<file path="config.mk">
export PLATFORM = sky130hd
export DESIGN_NAME = hazard_scoreboard_flat
export DESIGN_NICKNAME = d
export VERILOG_FILES = /design/src/rtl/hazard_scoreboard_if.sv /design/src/rtl/hazard_scoreboard.sv /design/src/flat_wrapper.sv
export SDC_FILE = /design/constraint.sdc
export NUM_CORES = 1
export LEC_CHECK = 0
export CAP_MARGIN = 20
export CORE_MARGIN = 5
export CORE_UTILIZATION = 47
export CTS_BUF_LIST = sky130_fd_sc_hd__clkbuf_16
export DETAILED_ROUTE_END_ITERATION = 8
export PLACE_DENSITY = 0.79
export SLEW_MARGIN = 0
export SYNTH_ARGS = -nofsm -noshare
export SYNTH_HDL_FRONTEND = slang
export SYNTH_SLANG_ARGS = --single-unit
</file>
<file path="constraint.sdc">
create_clock -name clk -period 2.31 [get_ports clk]
set_input_delay 0.3465 -clock clk [delete_from_list [all_inputs] [get_ports clk]]
set_output_delay 0.3465 -clock clk [all_outputs]
set_load 0.03 [all_outputs]
</file>
<file path="src/rtl/hazard_scoreboard_if.sv">
// ID-stage hazard interface: the instruction descriptor from decode, and the
// stall/bubble/forwarding/multi-cycle controls returned by hazard_scoreboard.
interface hazard_scoreboard_if #(
  parameter int REG_AW = 5,
  parameter int SW     = 2
);
  logic              id_valid;
  logic [REG_AW-1:0] id_rs1;
  logic [REG_AW-1:0] id_rs2;
  logic              id_use_rs1;
  logic              id_use_rs2;
  logic [REG_AW-1:0] id_rd;
  logic              id_reg_we;
  logic              id_is_load;
  logic              id_is_mc;
  logic              flush;
  logic              stall;
  logic              bubble;
  logic [SW-1:0]     fwd_a_sel;
  logic [SW-1:0]     fwd_b_sel;
  logic              mc_busy;
  logic              mc_wb;
  logic [REG_AW-1:0] mc_wb_rd;

  modport master (
    output id_valid, id_rs1, id_rs2, id_use_rs1, id_use_rs2, id_rd,
           id_reg_we, id_is_load, id_is_mc, flush,
    input  stall, bubble, fwd_a_sel, fwd_b_sel, mc_busy, mc_wb, mc_wb_rd
  );

  modport slave (
    input  id_valid, id_rs1, id_rs2, id_use_rs1, id_use_rs2, id_rd,
           id_reg_we, id_is_load, id_is_mc, flush,
    output stall, bubble, fwd_a_sel, fwd_b_sel, mc_busy, mc_wb, mc_wb_rd
  );
endinterface

</file>
<file path="src/rtl/hazard_scoreboard.sv">
// Hazard, forwarding and multi-cycle-unit scoreboard driven from the ID stage.
// Define HZD_FORWARD_EN to enable forwarding; otherwise every table hit stalls.
//
// state  | meaning
// S_IDLE | multi-cycle unit free
// S_BUSY | multi-cycle op in flight; count reaches 0 in its write-back cycle
module hazard_scoreboard #(
  parameter int REG_AW     = 5,
  parameter int FWD_STAGES = 2,
  parameter int MC_LAT     = 4
) (
  input logic                clk,
  input logic                rst_n,
  hazard_scoreboard_if.slave hz
);

  localparam int SW = $clog2(FWD_STAGES + 1);
  localparam int CW = (MC_LAT > 2) ? $clog2(MC_LAT) : 1;

  typedef enum logic {S_IDLE, S_BUSY} mc_state_t;

  // Index k of the table holds pipeline stage k+1.
  logic [FWD_STAGES-1:0]             tbl_valid;
  logic [FWD_STAGES-1:0]             tbl_we;
  logic [FWD_STAGES-1:0]             tbl_load;
  logic [FWD_STAGES-1:0][REG_AW-1:0] tbl_rd;

  mc_state_t         state, state_nxt;
  logic [CW-1:0]     count, count_nxt;
  logic [REG_AW-1:0] mc_rd, mc_rd_nxt;
  logic              mc_done;

  logic [FWD_STAGES-1:0] match_a, match_b;
  logic [SW-1:0]         sel_a, sel_b;
  logic                  load_use, tbl_stall, mc_stall, hz_stall, stall_int;
  logic                  accept_any, accept, mc_start;

  always_comb begin
    match_a = '0;
    match_b = '0;
    for (int k = 0; k < FWD_STAGES; k++) begin
      match_a[k] = hz.id_use_rs1 && (hz.id_rs1 != '0) && tbl_valid[k] &&
                   tbl_we[k] && (tbl_rd[k] == hz.id_rs1);
      match_b[k] = hz.id_use_rs2 && (hz.id_rs2 != '0) && tbl_valid[k] &&
                   tbl_we[k] && (tbl_rd[k] == hz.id_rs2);
    end
  end

  assign load_use = (match_a[0] | match_b[0]) & tbl_load[0];

`ifdef HZD_FORWARD_EN
  always_comb begin
    sel_a = '0;
    sel_b = '0;
    // Walk from the oldest stage down so the youngest producer wins.
    for (int k = FWD_STAGES - 1; k >= 0; k--) begin
      if (match_a[k]) sel_a = SW'(k + 1);
      if (match_b[k]) sel_b = SW'(k + 1);
    end
  end
  assign tbl_stall = load_use;
`else
  assign sel_a     = '0;
  assign sel_b     = '0;
  assign tbl_stall = load_use | (|match_a) | (|match_b);
`endif

  assign mc_stall = (state == S_BUSY) &&
                    ((hz.id_use_rs1 && (hz.id_rs1 != '0) && (hz.id_rs1 == mc_rd)) ||
                     (hz.id_use_rs2 && (hz.id_rs2 != '0) && (hz.id_rs2 == mc_rd)) ||
                     (hz.id_reg_we && (hz.id_rd == mc_rd)) ||
                     hz.id_is_mc);

  assign hz_stall   = hz.id_valid & (tbl_stall | mc_stall);
  assign stall_int  = hz_stall & ~hz.flush;
  assign accept_any = hz.id_valid & ~hz_stall & ~hz.flush;
  assign accept     = accept_any & ~hz.id_is_mc;
  assign mc_start   = accept_any & hz.id_is_mc;

  always_comb begin
    state_nxt = state;
    count_nxt = count;
    mc_rd_nxt = mc_rd;
    mc_done   = 1'b0;
    case (state)
      S_IDLE: begin
        if (mc_start) begin
          state_nxt = S_BUSY;
          count_nxt = CW'(MC_LAT - 1);
          mc_rd_nxt = hz.id_rd;
        end
      end
      S_BUSY: begin
        if (count == '0) begin
          mc_done   = 1'b1;
          state_nxt = S_IDLE;
        end else begin
          count_nxt = count - CW'(1);
        end
      end
      default: state_nxt = S_IDLE;
    endcase
  end

  always_ff @(posedge clk) begin
    if (!rst_n) begin
      state     <= S_IDLE;
      count     <= '0;
      mc_rd     <= '0;
      tbl_valid <= '0;
      tbl_we    <= '0;
      tbl_load  <= '0;
      tbl_rd    <= '0;
    end else begin
      state        <= state_nxt;
      count        <= count_nxt;
      mc_rd        <= mc_rd_nxt;
      tbl_valid[0] <= accept;
      tbl_we[0]    <= hz.id_reg_we;
      tbl_load[0]  <= hz.id_is_load;
      tbl_rd[0]    <= hz.id_rd;
      for (int k = 1; k < FWD_STAGES; k++) begin
        tbl_valid[k] <= tbl_valid[k-1];
        tbl_we[k]    <= tbl_we[k-1];
        tbl_load[k]  <= tbl_load[k-1];
        tbl_rd[k]    <= tbl_rd[k-1];
      end
    end
  end

  // Outputs stay quiet while reset is held, even before the first sampling edge.
  assign hz.stall     = rst_n & stall_int;
  assign hz.bubble    = rst_n & (stall_int | hz.flush);
  assign hz.fwd_a_sel = rst_n ? sel_a : '0;
  assign hz.fwd_b_sel = rst_n ? sel_b : '0;
  assign hz.mc_busy   = rst_n & (state == S_BUSY);
  assign hz.mc_wb     = rst_n & mc_done;
  assign hz.mc_wb_rd  = hz.mc_wb ? mc_rd : '0;

endmodule

</file>
<file path="src/flat_wrapper.sv">
// flat-port wrapper written by rule: the top's interface ports become plain ports
module hazard_scoreboard_flat 
#(
  parameter int REG_AW     = 5,
  parameter int FWD_STAGES = 2,
  parameter int MC_LAT     = 4
)
  (clk, rst_n, hz_id_valid, hz_id_rs1, hz_id_rs2, hz_id_use_rs1, hz_id_use_rs2, hz_id_rd, hz_id_reg_we, hz_id_is_load, hz_id_is_mc, hz_flush, hz_stall, hz_bubble, hz_fwd_a_sel, hz_fwd_b_sel, hz_mc_busy, hz_mc_wb, hz_mc_wb_rd);
  hazard_scoreboard_if #(.REG_AW(REG_AW), .SW(($clog2(FWD_STAGES + 1)))) hz_i ();
  input logic clk;
  input logic rst_n;
  input wire logic [$bits(hz_i.id_valid)-1:0] hz_id_valid;
  input wire logic [$bits(hz_i.id_rs1)-1:0] hz_id_rs1;
  input wire logic [$bits(hz_i.id_rs2)-1:0] hz_id_rs2;
  input wire logic [$bits(hz_i.id_use_rs1)-1:0] hz_id_use_rs1;
  input wire logic [$bits(hz_i.id_use_rs2)-1:0] hz_id_use_rs2;
  input wire logic [$bits(hz_i.id_rd)-1:0] hz_id_rd;
  input wire logic [$bits(hz_i.id_reg_we)-1:0] hz_id_reg_we;
  input wire logic [$bits(hz_i.id_is_load)-1:0] hz_id_is_load;
  input wire logic [$bits(hz_i.id_is_mc)-1:0] hz_id_is_mc;
  input wire logic [$bits(hz_i.flush)-1:0] hz_flush;
  output wire logic [$bits(hz_i.stall)-1:0] hz_stall;
  output wire logic [$bits(hz_i.bubble)-1:0] hz_bubble;
  output wire logic [$bits(hz_i.fwd_a_sel)-1:0] hz_fwd_a_sel;
  output wire logic [$bits(hz_i.fwd_b_sel)-1:0] hz_fwd_b_sel;
  output wire logic [$bits(hz_i.mc_busy)-1:0] hz_mc_busy;
  output wire logic [$bits(hz_i.mc_wb)-1:0] hz_mc_wb;
  output wire logic [$bits(hz_i.mc_wb_rd)-1:0] hz_mc_wb_rd;
  assign hz_i.id_valid = hz_id_valid;
  assign hz_i.id_rs1 = hz_id_rs1;
  assign hz_i.id_rs2 = hz_id_rs2;
  assign hz_i.id_use_rs1 = hz_id_use_rs1;
  assign hz_i.id_use_rs2 = hz_id_use_rs2;
  assign hz_i.id_rd = hz_id_rd;
  assign hz_i.id_reg_we = hz_id_reg_we;
  assign hz_i.id_is_load = hz_id_is_load;
  assign hz_i.id_is_mc = hz_id_is_mc;
  assign hz_i.flush = hz_flush;
  assign hz_stall = hz_i.stall;
  assign hz_bubble = hz_i.bubble;
  assign hz_fwd_a_sel = hz_i.fwd_a_sel;
  assign hz_fwd_b_sel = hz_i.fwd_b_sel;
  assign hz_mc_busy = hz_i.mc_busy;
  assign hz_mc_wb = hz_i.mc_wb;
  assign hz_mc_wb_rd = hz_i.mc_wb_rd;
  hazard_scoreboard #(.REG_AW(REG_AW), .FWD_STAGES(FWD_STAGES), .MC_LAT(MC_LAT)) u_core (.clk(clk), .rst_n(rst_n), .hz(hz_i));
endmodule
</file>
==> results.md, run 1 <==
- Largest net degree at the start of global routing: 18
- TritonRoute pass-1 iters: 4
- All-layer global routing usage: 17.8%
- Vias in the first global route: 1242
- Leading cell type in the layout, fill and taps excluded: buf_4
- Layout cell share with drive strength beyond 1: 31.4%
- Area Overhead vs Synth: 48.7%
- TritonCTS Buffers: 3
- Area after DPL: 1720 sq um
- Routed Antenna Nets: 0
- CP Max Fanout: 3
- Wirelength, routed: 3570 um
- RSZ-0062 raised after global routing: yes
- Die Ht: 62.1 um
- Worst-Skew Late Latency: 0.25 ns
- Worst EP required: 1.96 ns
- Die width: 62.1 um
- Synthesized flop and latch total: 22
- Post-synth top area share: 34.5%
- TritonCTS clock tree: yes
- Max Cap Viol: 0
- Clock sink count: 22
- Initial antenna violation count: 0
- Async S/R FF share, synth: 0%
- Antenna Diode Count: 0
- Final GP Congestion: 0.846
- Io pins: 37
- I/O Buffers: 31
- Hold_buf cts: 0
- Final #Nets: 221
- Syn_area_per_cell: 8.86 sq um
- Final min period: 2.37 ns
- DRC viols: 0
- Register area: 442 sq um
- Setup crit end kind: output port
- Htree depth: 1
- HPWL after DPL: 2560 um
- Multi-input logic area: 867 sq um
- Failing checks: negative setup slack
- Crit path DAT: 2.03 ns
- Fin Hold WS: 0.457 ns
- First-pass GRT wire length: 5690 um
- Via count: 1182
- Setup CP Type: input pin to output port
- Class of the worst hold path: flop to flop
- Vias per cell: 5.28
- Cell Area, Synth: 1280 sq um
- Skew final: 0.00569 ns
- CTS Root Cell: clkbuf_16
- Power, Total: 972 uW
- DIE AREA: 3860 sq um
- Initial core utilization: 50.1%
- Peak Freq: 421 MHz
- Congestion Overflow GR: 0
- Synth area leaders: dfxtp_1, xor2_1, xnor2_1
- Worst-path clk slew: 0.05 ns
- Area leader, netlist: dfxtp_1
- Critical path startpoint category: input pin
- Pwr Density: 512 nW/um^2
- Row count: 18
- DR iter-0 viols: 38
- Fillcell total: 178
- Max-slew violations: 0
- Final count of hold timing violations: 0
- Synth Flop Type: dfxtp_1
- Final worst slack: -0.0637 ns
- Final core utilization: 74.6%
- LEAKAGE: 0.843 nW
- Register area share after synthesis: 34.5%
- Post-Synthesis Cells: 144
- Highest-count cells in the layout ignoring fill and taps: buf_4, xor2_1, dfxtp_1
- Final setup vio count: 2
- Core ar.: 2540 sq um
- Post-route cell area: 1900 sq um
- Clock Path Buffers: 2
- Worst IR Drop VDD: 0.386 mV
- Drt wl/cell: 16.0 um
- EDFF count, synth: 0
- Synthesis Warnings: 0
- Final period util: 103%
- Cell variety after synth: 31
- Status: finished with violations
through the flow:
stage               worst slack (ns)  TNS, ns  instances
finish                       -0.0637  -0.0805        224
CTS                          -0.0814   -0.101        224
global placement              -0.798    -1.81        219
floorplan                      0.185        0        147
detailed placement            -0.846    -2.30        219
global route                  -0.100   -0.158        224
sequential cells by signal, indices dropped and copies added, names as in the netlist:
signal and flops:
u_core.tbl_we 2, u_core.tbl_valid 2, u_core.mc_rd 5, u_core.count 2, u_core.tbl_rd 10, u_core.state 1
synth_stat cells, types with 2 or more instances:
cell type,instances
o31a_1,2
nor3_1,2
or4_1,2
nand2_1,15
dfxtp_1,22
xor2_1,24
a22oi_1,2
mux2i_1,5
inv_1,8
nor4_1,5
nor2b_1,3
xnor2_1,11
nor2_1,4
nand4_1,2
clkbuf_1,3
and2_1,15
a21oi_1,2
buf_4,4
timing repair:
item,CTS,global route
resized for setup,53,17
setup endpoints to repair,2,2
buffers inserted,2,0
pin swaps,13,8
metal layers:
| metal | share of wire, % | GRT usage (%) |
|---|---|---|
| met2 | 50 | 30.1 |
| met3 | 5.3 | 4.86 |
| met5 | 0 | 0 |
| met4 | 2.7 | 6.78 |
| met1 | 42 | 21.1 |
cell type report:
class / count / share of cell area (%)
Timing Repair Buffer: 52 / 23.5
Tap cell: 30 / 1.98
Inverter: 8 / 1.58
Sequential cell: 22 / 23.3
Clock buffer: 3 / 3.96
Multi-Input combinational cell: 109 / 45.7
cells by family (layout without fill, tap and decap cells):
| kind of cell | Yosys count | in the layout | synth area share [%] |
|---|---|---|---|
| and+or+nand+nor | 51 | 51 | 22.1 |
| xor gates and xnor gates | 35 | 35 | 24.0 |
| DFF | 22 | 22 | 34.5 |
| buffers and inverters | 16 | 63 | 6.47 |
| AOI/OAI and AO/OA | 13 | 13 | 7.75 |
| muxes | 5 | 5 | 3.92 |
| adders and majority gates | 1 | 1 | 0.980 |
| other | 1 | 4 | 0.294 |
report_power, final:
| part | switching [mW] | total [mW] | internal [mW] |
|---|---|---|---|
| logic | 0.100 | 0.202 | 0.101 |
| clock network | 0.131 | 0.359 | 0.228 |
| registers | 0.0150 | 0.411 | 0.396 |
critical path, cell delays in order:
cell	delay [ns]
buf_6	0.09
or4_4	0.54
o21ai_4	0.17
buf_6	0.12
nor3_2	0.03
a2111o_1	0.38
a22o_1	0.21
buf_6	0.14
final timing paths:
kind | startpoint | end | slack, ns | cells past startpoint
max | hz_id_rs2[3] | hz_bubble | -0.06 | 8
min | u_core.tbl_valid[0]$_SDFF_PN0_ | u_core.tbl_valid[1]$_SDFF_PN0_ | 0.46 | 1
max reg2reg | u_core.tbl_rd[3]$_SDFF_PN0_ | u_core.count[1]$_SDFFE_PN0P_ | 0.31 | 7
min reg2reg | u_core.tbl_valid[0]$_SDFF_PN0_ | u_core.tbl_valid[1]$_SDFF_PN0_ | 0.46 | 1
(Power assumes the default switching activity.)
==> inputs of run 2 (changes only) <==
- SKIP_LAST_GASP: not set -> 1
==> results of run 2 <==
No change in the layout: final DEF, timing and power equal those of run 1.
==> inputs of run 3 (changes only) <==
- SKIP_CTS_REPAIR_TIMING: not set -> 1
==> run 3 against run 2 <==
  * The run still ends with negative setup slack left
  * Sequential share of layout area fell by 0.25 points
  * Clock skew fell by 0.0019 ns
  * Die area did not move
  * Critical path type unchanged
  * Register-to-register slack improved by 0.06 ns
  * Hold slack got worse by 0.089 ns
==> results.md, run 3 (synthesis gave the netlist of run 1 again) <==
- Final setup vio count: 2
- Final worst slack: -0.109 ns
- Fillcell total: 167
- Final min period: 2.42 ns
- First-pass GRT wire length: 5500 um
- Final GP Congestion: 0.846
- Crit path DAT: 2.07 ns
- WHS Path Cells: 3
- Area Overhead vs Synth: 51.2%
- Worst Path Buf+Inv: 2
- Core ar.: 2540 sq um
- Clock Path Buffers: 2
- Failing checks: negative setup slack
- Final count of hold timing violations: 0
- Critical Path Max Stage Delay: 0.55 ns
- Worst-Skew Late Latency: 0.25 ns
- Antenna Diode Count: 0
- Final period util: 105%
- Htree depth: 1
- Worst IR Drop VDD: 0.384 mV
- Highest-count cells in the layout ignoring fill and taps: buf_4, xor2_1, dfxtp_1
- TritonRoute pass-1 iters: 4
- DRC viols: 0
- Wirelength, routed: 3590 um
- Congestion Overflow GR: 0
- Power, Total: 974 uW
- Vias per cell: 5.18
- Largest Register: u_core.tbl_rd
- Final #Nets: 221
- HPWL after DPL: 2560 um
- Number of cells on the worst reg-to-reg path: 7
- Status: finished with violations
- Io pins: 37
- Reg2reg start: u_core.tbl_rd[6]$_SDFF_PN0_
- Top flop regs: u_core.tbl_rd x10, u_core.mc_rd x5
- DIE AREA: 3860 sq um
- Reg-to-Reg End: u_core.count[1]$_SDFFE_PN0P_
- Row count: 18
- I/O Buffers: 31
- Die Ht: 62.1 um
- CTS Root Cell: clkbuf_16
- Crit path max-delay family: compound AO/OA/AOI/OAI gates
- Max Cap Viol: 0
- RSZ-0062 raised after global routing: yes
- Die width: 62.1 um
- Largest net degree at the start of global routing: 18
- DR iter-0 viols: 37
- Hold wc startpoint: hz_id_rd[4]
- Leading cell type in the layout, fill and taps excluded: buf_4
- Layout cell share with drive strength beyond 1: 29.9%
- Worst-path clk slew: 0.06 ns
- Vias in the first global route: 1213
- LEAKAGE: 0.915 nW
- Setup crit end kind: output port
- Skew final: 0.00375 ns
- Drt wl/cell: 16.0 um
- TritonCTS Buffers: 3
- Via count: 1161
- Pwr Density: 505 nW/um^2
- Flip-flop count of the largest register after layout: 10
- CP Max Fanout: 3
- Peak Freq: 413 MHz
- All-layer global routing usage: 17.1%
- Crit path cell chain: clkbuf_2 -> or4_4 -> o21ai_4 -> o22ai_2 -> a2111o_1 -> a22o_1 -> buf_6
- Class of the worst hold path: input pin to flop
- Routed Antenna Nets: 0
- Hold-critical path endpoint: u_core.tbl_rd[4]$_SDFF_PN0_
- Worst EP required: 1.96 ns
- Fin Hold WS: 0.368 ns
- Initial antenna violation count: 0
- Setup CP Type: input pin to output port
- Clock sink count: 22
- Slowest CP cell: or4_4
- Initial core utilization: 50.1%
- Max-slew violations: 0
- Critical path startpoint category: input pin
- R2R Setup Slk: 0.37 ns
- TritonCTS clock tree: yes
run 3: cell count changes in the layout (fill, tap and decap cells not counted), sizes merged:
cell | before | now
dlymetal6s2s | 0 | 9
buf | 38 | 31
clkbuf | 3 | 7
dlygate4sd2 | 6 | 0
run 3: worst max-delay path by stage:
stage | end | depth (start not counted) | startpoint
floorplan | hz_bubble | 5 | hz_id_rs1[0]
global placement | hz_bubble | 7 | hz_id_rs1[0]
detailed placement | hz_bubble | 7 | hz_id_rs2[0]
CTS | hz_bubble | 7 | hz_id_rs2[0]
global route | hz_bubble | 7 | u_core.tbl_rd[0]$_SDFF_PN0_
finish | hz_bubble | 7 | hz_id_rs1[3]
run 3: metal layers:
metal  GRT usage [%]  share of wire (%)
met5               0                  0
met4            3.79                3.4
met3            4.14                5.7
met2            30.3                 50
met1            20.5                 41
run 3: tightest hold or removal path, cell delays in order:
cell	delay [ns]
dlymetal6s2s_1	0.11
nand2_1	0.08
inv_1	0.05
run 3: where the power goes:
group          leakage (nW)  total (mW)  internal [mW]  switching, mW
clock network        0.0370       0.358          0.228          0.130
logic                 0.696       0.204          0.104         0.0993
registers             0.181       0.412          0.397         0.0153
run 3: layout make-up:
type / count / area (sq um) / share of cell area, %
clock buffer: 3 / 75.1 / 3.89
sequential: 22 / 444 / 23.0
multi-input combinational: 109 / 858 / 44.5
inverter: 8 / 30.0 / 1.56
tap: 30 / 37.5 / 1.95
timing repair buffer: 52 / 484 / 25.1
run 3: through the flow:
| stage | cell area, sq um | setup slack [ns] | instances | TNS [ns] | util (%) |
|---|---|---|---|---|---|
| after floorplan | 1290 | 0.185 | 147 | 0 | - |
| after global placement | 1720 | -0.798 | 219 | -1.81 | 67.5 |
| after detailed placement | 1720 | -0.846 | 219 | -2.30 | 67.5 |
| after CTS | 1790 | -0.850 | 222 | -1.21 | 70.5 |
| after global routing | 1930 | -0.171 | 224 | -0.279 | 75.8 |
| final | 1930 | -0.109 | 224 | -0.153 | 75.8 |
==> edit 1 (settings of run 2) <==
`MC_LAT` is set to 4 in 2 places; all go to 2.
--- a/src/rtl/hazard_scoreboard.sv
+++ b/src/rtl/hazard_scoreboard.sv
@@ -7,7 +7,7 @@
 module hazard_scoreboard #(
   parameter int REG_AW     = 5,
   parameter int FWD_STAGES = 2,
-  parameter int MC_LAT     = 4
+  parameter int MC_LAT     = 2
 ) (
   input logic                clk,
   input logic                rst_n,
--- a/src/flat_wrapper.sv
+++ b/src/flat_wrapper.sv
@@ -3,7 +3,7 @@
 #(
   parameter int REG_AW     = 5,
   parameter int FWD_STAGES = 2,
-  parameter int MC_LAT     = 4
+  parameter int MC_LAT     = 2
 )
   (clk, rst_n, hz_id_valid, hz_id_rs1, hz_id_rs2, hz_id_use_rs1, hz_id_use_rs2, hz_id_rd, hz_id_reg_we, hz_id_is_load, hz_id_is_mc, hz_flush, hz_stall, hz_bubble, hz_fwd_a_sel, hz_fwd_b_sel, hz_mc_busy, hz_mc_wb, hz_mc_wb_rd);
   hazard_scoreboard_if #(.REG_AW(REG_AW), .SW(($clog2(FWD_STAGES + 1)))) hz_i ();
Check against the original RTL: not equivalent (Yosys sat finds a counterexample within 4 cycles, from zero or initial values and one cycle with rst_n low).
==> edit 1 against run 2 <==
  * The flow still finishes with violations (negative setup slack)
  * Sequential power shrank 4%
  * Power shrank 4.8%
  * First-iteration DRC count grew 24%
  * Area after synthesis shrank 5.5%
  * Sequential cell count shrank 1
  * Worst setup slack gained 28 ps
  * Wire length shrank 14%
  * Final area shrank 6.4%
==> edit 1: results (changes against run 2) <==
* CP delay by family, top: simple AND/OR/NAND/NOR gates (was compound AO/OA/AOI/OAI gates)
* Clk_skew at 5.09 ps (was 5.69 ps)
* Met1 Wirelength at 1320 um (was 1490 um)
* Vias per cell at 5.06 (was 5.28)
* CP arrival at 2000 ps (was 2030 ps)
* Resized cells post-CTS at 30 (was 53)
* Fill count at 182 (was 178)
* Hold wc startpoint: u_core.mc_rd[3]$_SDFFE_PN0P_ (was u_core.tbl_valid[0]$_SDFF_PN0_)
* Post-route setup slack at -36.1 ps (was -63.7 ps)
* Slowest CP cell: nor4_2 (was or4_4)
* Met2 Use GR at 29.9% (was 30.1%)
* Post-place setup slack at -414 ps (was -846 ps)
* Sequential fraction of the synthesis area at 34.9% (was 34.5%)
* Post-Synth Adder-Cell Area at 0% (was 0.980%)
* Global Route Usage Sum at 18.1% (was 17.8%)
* First-pass GRT wire length at 4810 um (was 5690 um)
* GR Util met1 at 21.2% (was 21.1%)
* Wire length on met3 at 139 um (was 191 um)
* Share of layout cells above drive strength 1 at 28.6% (was 31.4%)
* TNS Setup at -36.1 ps (was -80.5 ps)
* Depth of the most critical reg-to-reg path at 9 (was 7)
* Placed cells at 205 (was 219)
* Final nets at 210 (was 221)
* R2r startpoint: u_core.tbl_rd[4]$_SDFF_PN0_ (was u_core.tbl_rd[3]$_SDFF_PN0_)
* Final number of setup-violating endpoints at 1 (was 2)
* Status: finished with violations (unchanged)
* Post-CTS Setup Bufs at 3 (was 2)
* Max VDD drop at 0.466 mV (was 0.386 mV)
* Wire per inst at 14.3 um (was 16.0 um)
* Failing checks: negative setup slack (unchanged)
* CP max stage delay at 350 ps (was 540 ps)
-- edit 1: cell types whose count changed in the layout (fill, tap and decap cells not counted), sizes merged, moves of 3 or more --
cell / delta
xnor2: -4
dlygate4sd2: -3
clkbuf: +3
nor4: +3
xor2: +4
buf: -7
clkdlybuf4s50: +4
nor2: -3
-- edit 1: layout make-up --
class | count | area, um^2 | area share [%]
Clock buffer | 3 | 75.1 | 4.23
Timing Repair Buffer | 51 | 427 | 24.0
Multi-Input combinational cell | 103 | 783 | 44.1
Inverter | 6 | 22.5 | 1.27
Tap cell | 30 | 37.5 | 2.11
Sequential cell | 21 | 428 | 24.1
Clock inverter | 1 | 3.75 | 0.211
-- edit 1: where the power goes --
| group | leakage [nW] | internal [W] | switching [W] | total, W |
|---|---|---|---|---|
| registers | 0.175 | 0.000377 | 0.0000157 | 0.000393 |
| clock network | 0.0423 | 0.000231 | 0.000130 | 0.000361 |
| logic | 0.605 | 0.0000873 | 0.0000843 | 0.000172 |
| total | 0.822 | 0.000695 | 0.000230 | 0.000926 |
==> edit 2 (flow settings as in run 2) <==
Without the edit above. Make the reset (`rst_n`) asynchronous in one clocked block.
--- a/src/rtl/hazard_scoreboard.sv
+++ b/src/rtl/hazard_scoreboard.sv
@@ -102,7 +102,7 @@
     endcase
   end
 
-  always_ff @(posedge clk) begin
+  always_ff @(posedge clk or negedge rst_n) begin
     if (!rst_n) begin
       state     <= S_IDLE;
       count     <= '0;
Check against the original RTL: same outputs for any inputs over 10 cycles, from zero or initial values and one cycle with rst_n low; that may be too few to reach the edited logic, so the function may still have changed.
==> edit 2 against run 2 <==
  * Register-to-register slack lost 130 ps
  * Sequential cell count stayed put
  * Area after synthesis grew 3.1%
  * Final area increased by 5.4%
  * Worst setup slack better by 130 ps
  * Wire length rose by 2.5%
  * Maximum frequency is 5.9% higher
  * Non-clock buffer count increased by 6
  * Critical path type unchanged
  * Largest cell class unchanged
  * Highest routed layer unchanged
Power is not compared: it rests on default switching activity, and its combinational part moved more than twofold at a synthesized area within 25%.
==> edit 2: results (changes against run 2) <==
* Status: finished clean (was finished with violations)
* Wire length on met3 at 134 um (was 191 um)
* Avg Inst Size Synth at 11.0 um^2 (was 8.86 um^2)
* Fill count at 184 (was 178)
* Placed cells at 204 (was 219)
* # diodes at 0 (unchanged)
* CP max stage delay at 430 ps (was 540 ps)
* Top cells by count, synth: dfrtp_1 (22), xnor2_1 (20), xor2_1 (16) (was xor2_1 (24), dfxtp_1 (22), and2_1 (15), nand2_1 (15), xnor2_1 (11))
* Met2 Use GR at 32.9% (was 30.1%)
* Met1 Wirelength at 1500 um (was 1490 um)
* Maximum clock path buffer count at 2 (unchanged)
* Mux contribution to synthesized area at 4.28% (was 3.92%)
* Sequential Area at 553 um^2 (was 442 um^2)
* First-pass GRT wire length at 5850 um (was 5690 um)
* Clk_skew at 7.93 ps (was 5.69 ps)
* Wire per inst at 17.3 um (was 16.0 um)
* Buffers added on ports at 31 (unchanged)
* RePlAce Congestion at 0.838 (was 0.846)
* CP delay by family, top: buffers and inverters (was compound AO/OA/AOI/OAI gates)
* Complex-gate fraction of the synthesized area at 10.4% (was 7.75%)
* Cell variety after synth at 36 (was 31)
* Final nets at 207 (was 221)
* CP arrival at 1900 ps (was 2030 ps)
* Async SR Flop Fraction at 100% (was 0%)
* Clock transition at path regs at 60 ps
* Vias post-DR at 1120 (was 1182)
* Drt first-iter violations at 31 (was 38)
* Vias in the first global route at 1222 (was 1242)
* Initial antenna violation count at 0 (unchanged)
* H-Tree Depth at 1 (unchanged)
* Min-delay worst type: in2reg (was reg2reg)
* Clk root buf: clkbuf_16 (unchanged)
* Synth top area cells: dfrtp_1 (42%), xnor2_1 (13%), xor2_1 (11%), mux2_1 (4.3%), and2_1 (2.9%) (was dfxtp_1 (35%), xor2_1 (16%), xnor2_1 (7.5%), and2_1 (7.4%), nand2_1 (4.4%))
* Critical path fanouts, max at 3 (unchanged)
* Slowest CP cell: clkdlybuf4s50_1 (was or4_4)
* Share of layout cells above drive strength 1 at 34.3% (was 31.4%)
* Leak Pwr at 0.894 nW
* GR Util met1 at 22.9% (was 21.1%)
* Dpl hpwl at 2700 um (was 2560 um)
* Clk_lat worst skew at approximately 260 ps
* Placed inst area at 1800 um^2 (was 1720 um^2)
* Global Route Usage Sum at 18.8% (was 17.8%)
* Post-place setup slack at -230 ps (was -846 ps)
* NetSw at 0.000555 W
* Xor/xnor cell area share of the yosys netlist at 24.0% (about the same)
* Post-Synth Adder-Cell Area at 0.951% (was 0.980%)
* Routing usage on met3 at 3.06% (was 4.86%)
* Met2 routed WL at 1940 um (was 1800 um)
* Sequential fraction of the synthesis area at 41.8% (was 34.5%)
* Total wire length at 3660 um (was 3570 um)
* Largest net degree at the start of global routing at 14 (was 18)
[edit 2: what timing repair did]
action,4_1_cts,5_1_grt
endpoints found under the hold margin,0,0
pin swaps,14,16
cloned,0,0
setup endpoints to repair,2,2
gates resized for setup,20,21
setup buffers,2,2
hold buffers,0,0
[edit 2: area by class of cell]
type | count | share of cell area, %
clock buffers | 3 | 3.75
clock inverters | 1 | 1.50
flip-flops and latches | 22 | 27.6
inverters | 3 | 0.563
repair buffers | 58 | 24.1
multi-input cells | 94 | 40.5
well taps | 31 | 1.94
[edit 2: power by group through the flow]
stage	clock, W	sequential, W	combinational (W)
3_5_place_dp	0	0.000598	0.000518
3_3_place_gp	0	0.000588	0.000491
2_1_floorplan	0	0.000562	0.000352
5_1_grt	0.000514	0.000614	0.000629
4_1_cts	0.000490	0.000593	0.000547
6_report	0.000496	0.000598	0.000582
[edit 2: cells by family after synthesis]
logic type	count (synthesis)
AO/OA/AOI/OAI	15
XOR/XNOR	36
adder cells (fa/ha/maj)	1
buffers and inverters	7
flip-flops	22
multiplexers	5
other	1
AND/OR/NAND/NOR	33
[edit 2: path summary, 6_finish.rpt]
check | from | slack (ps) | cells past startpoint | to
max in group asynchronous | rst_n | 1620 | 2 | u_core.mc_rd[4]$_DFFE_PN0P_
min reg2reg | u_core.tbl_we[0]$_DFF_PN0_ | 380 | 0 | u_core.tbl_we[1]$_DFF_PN0_
max | hz_id_rd[3] | 70 | 7 | hz_bubble
min in group asynchronous | rst_n | 470 | 2 | u_core.count[1]$_DFFE_PN0P_
min | hz_id_rd[4] | 380 | 2 | u_core.tbl_rd[4]$_DFF_PN0_
max reg2reg | u_core.tbl_rd[0]$_DFF_PN0_ | 180 | 8 | u_core.mc_rd[4]$_DFFE_PN0P_
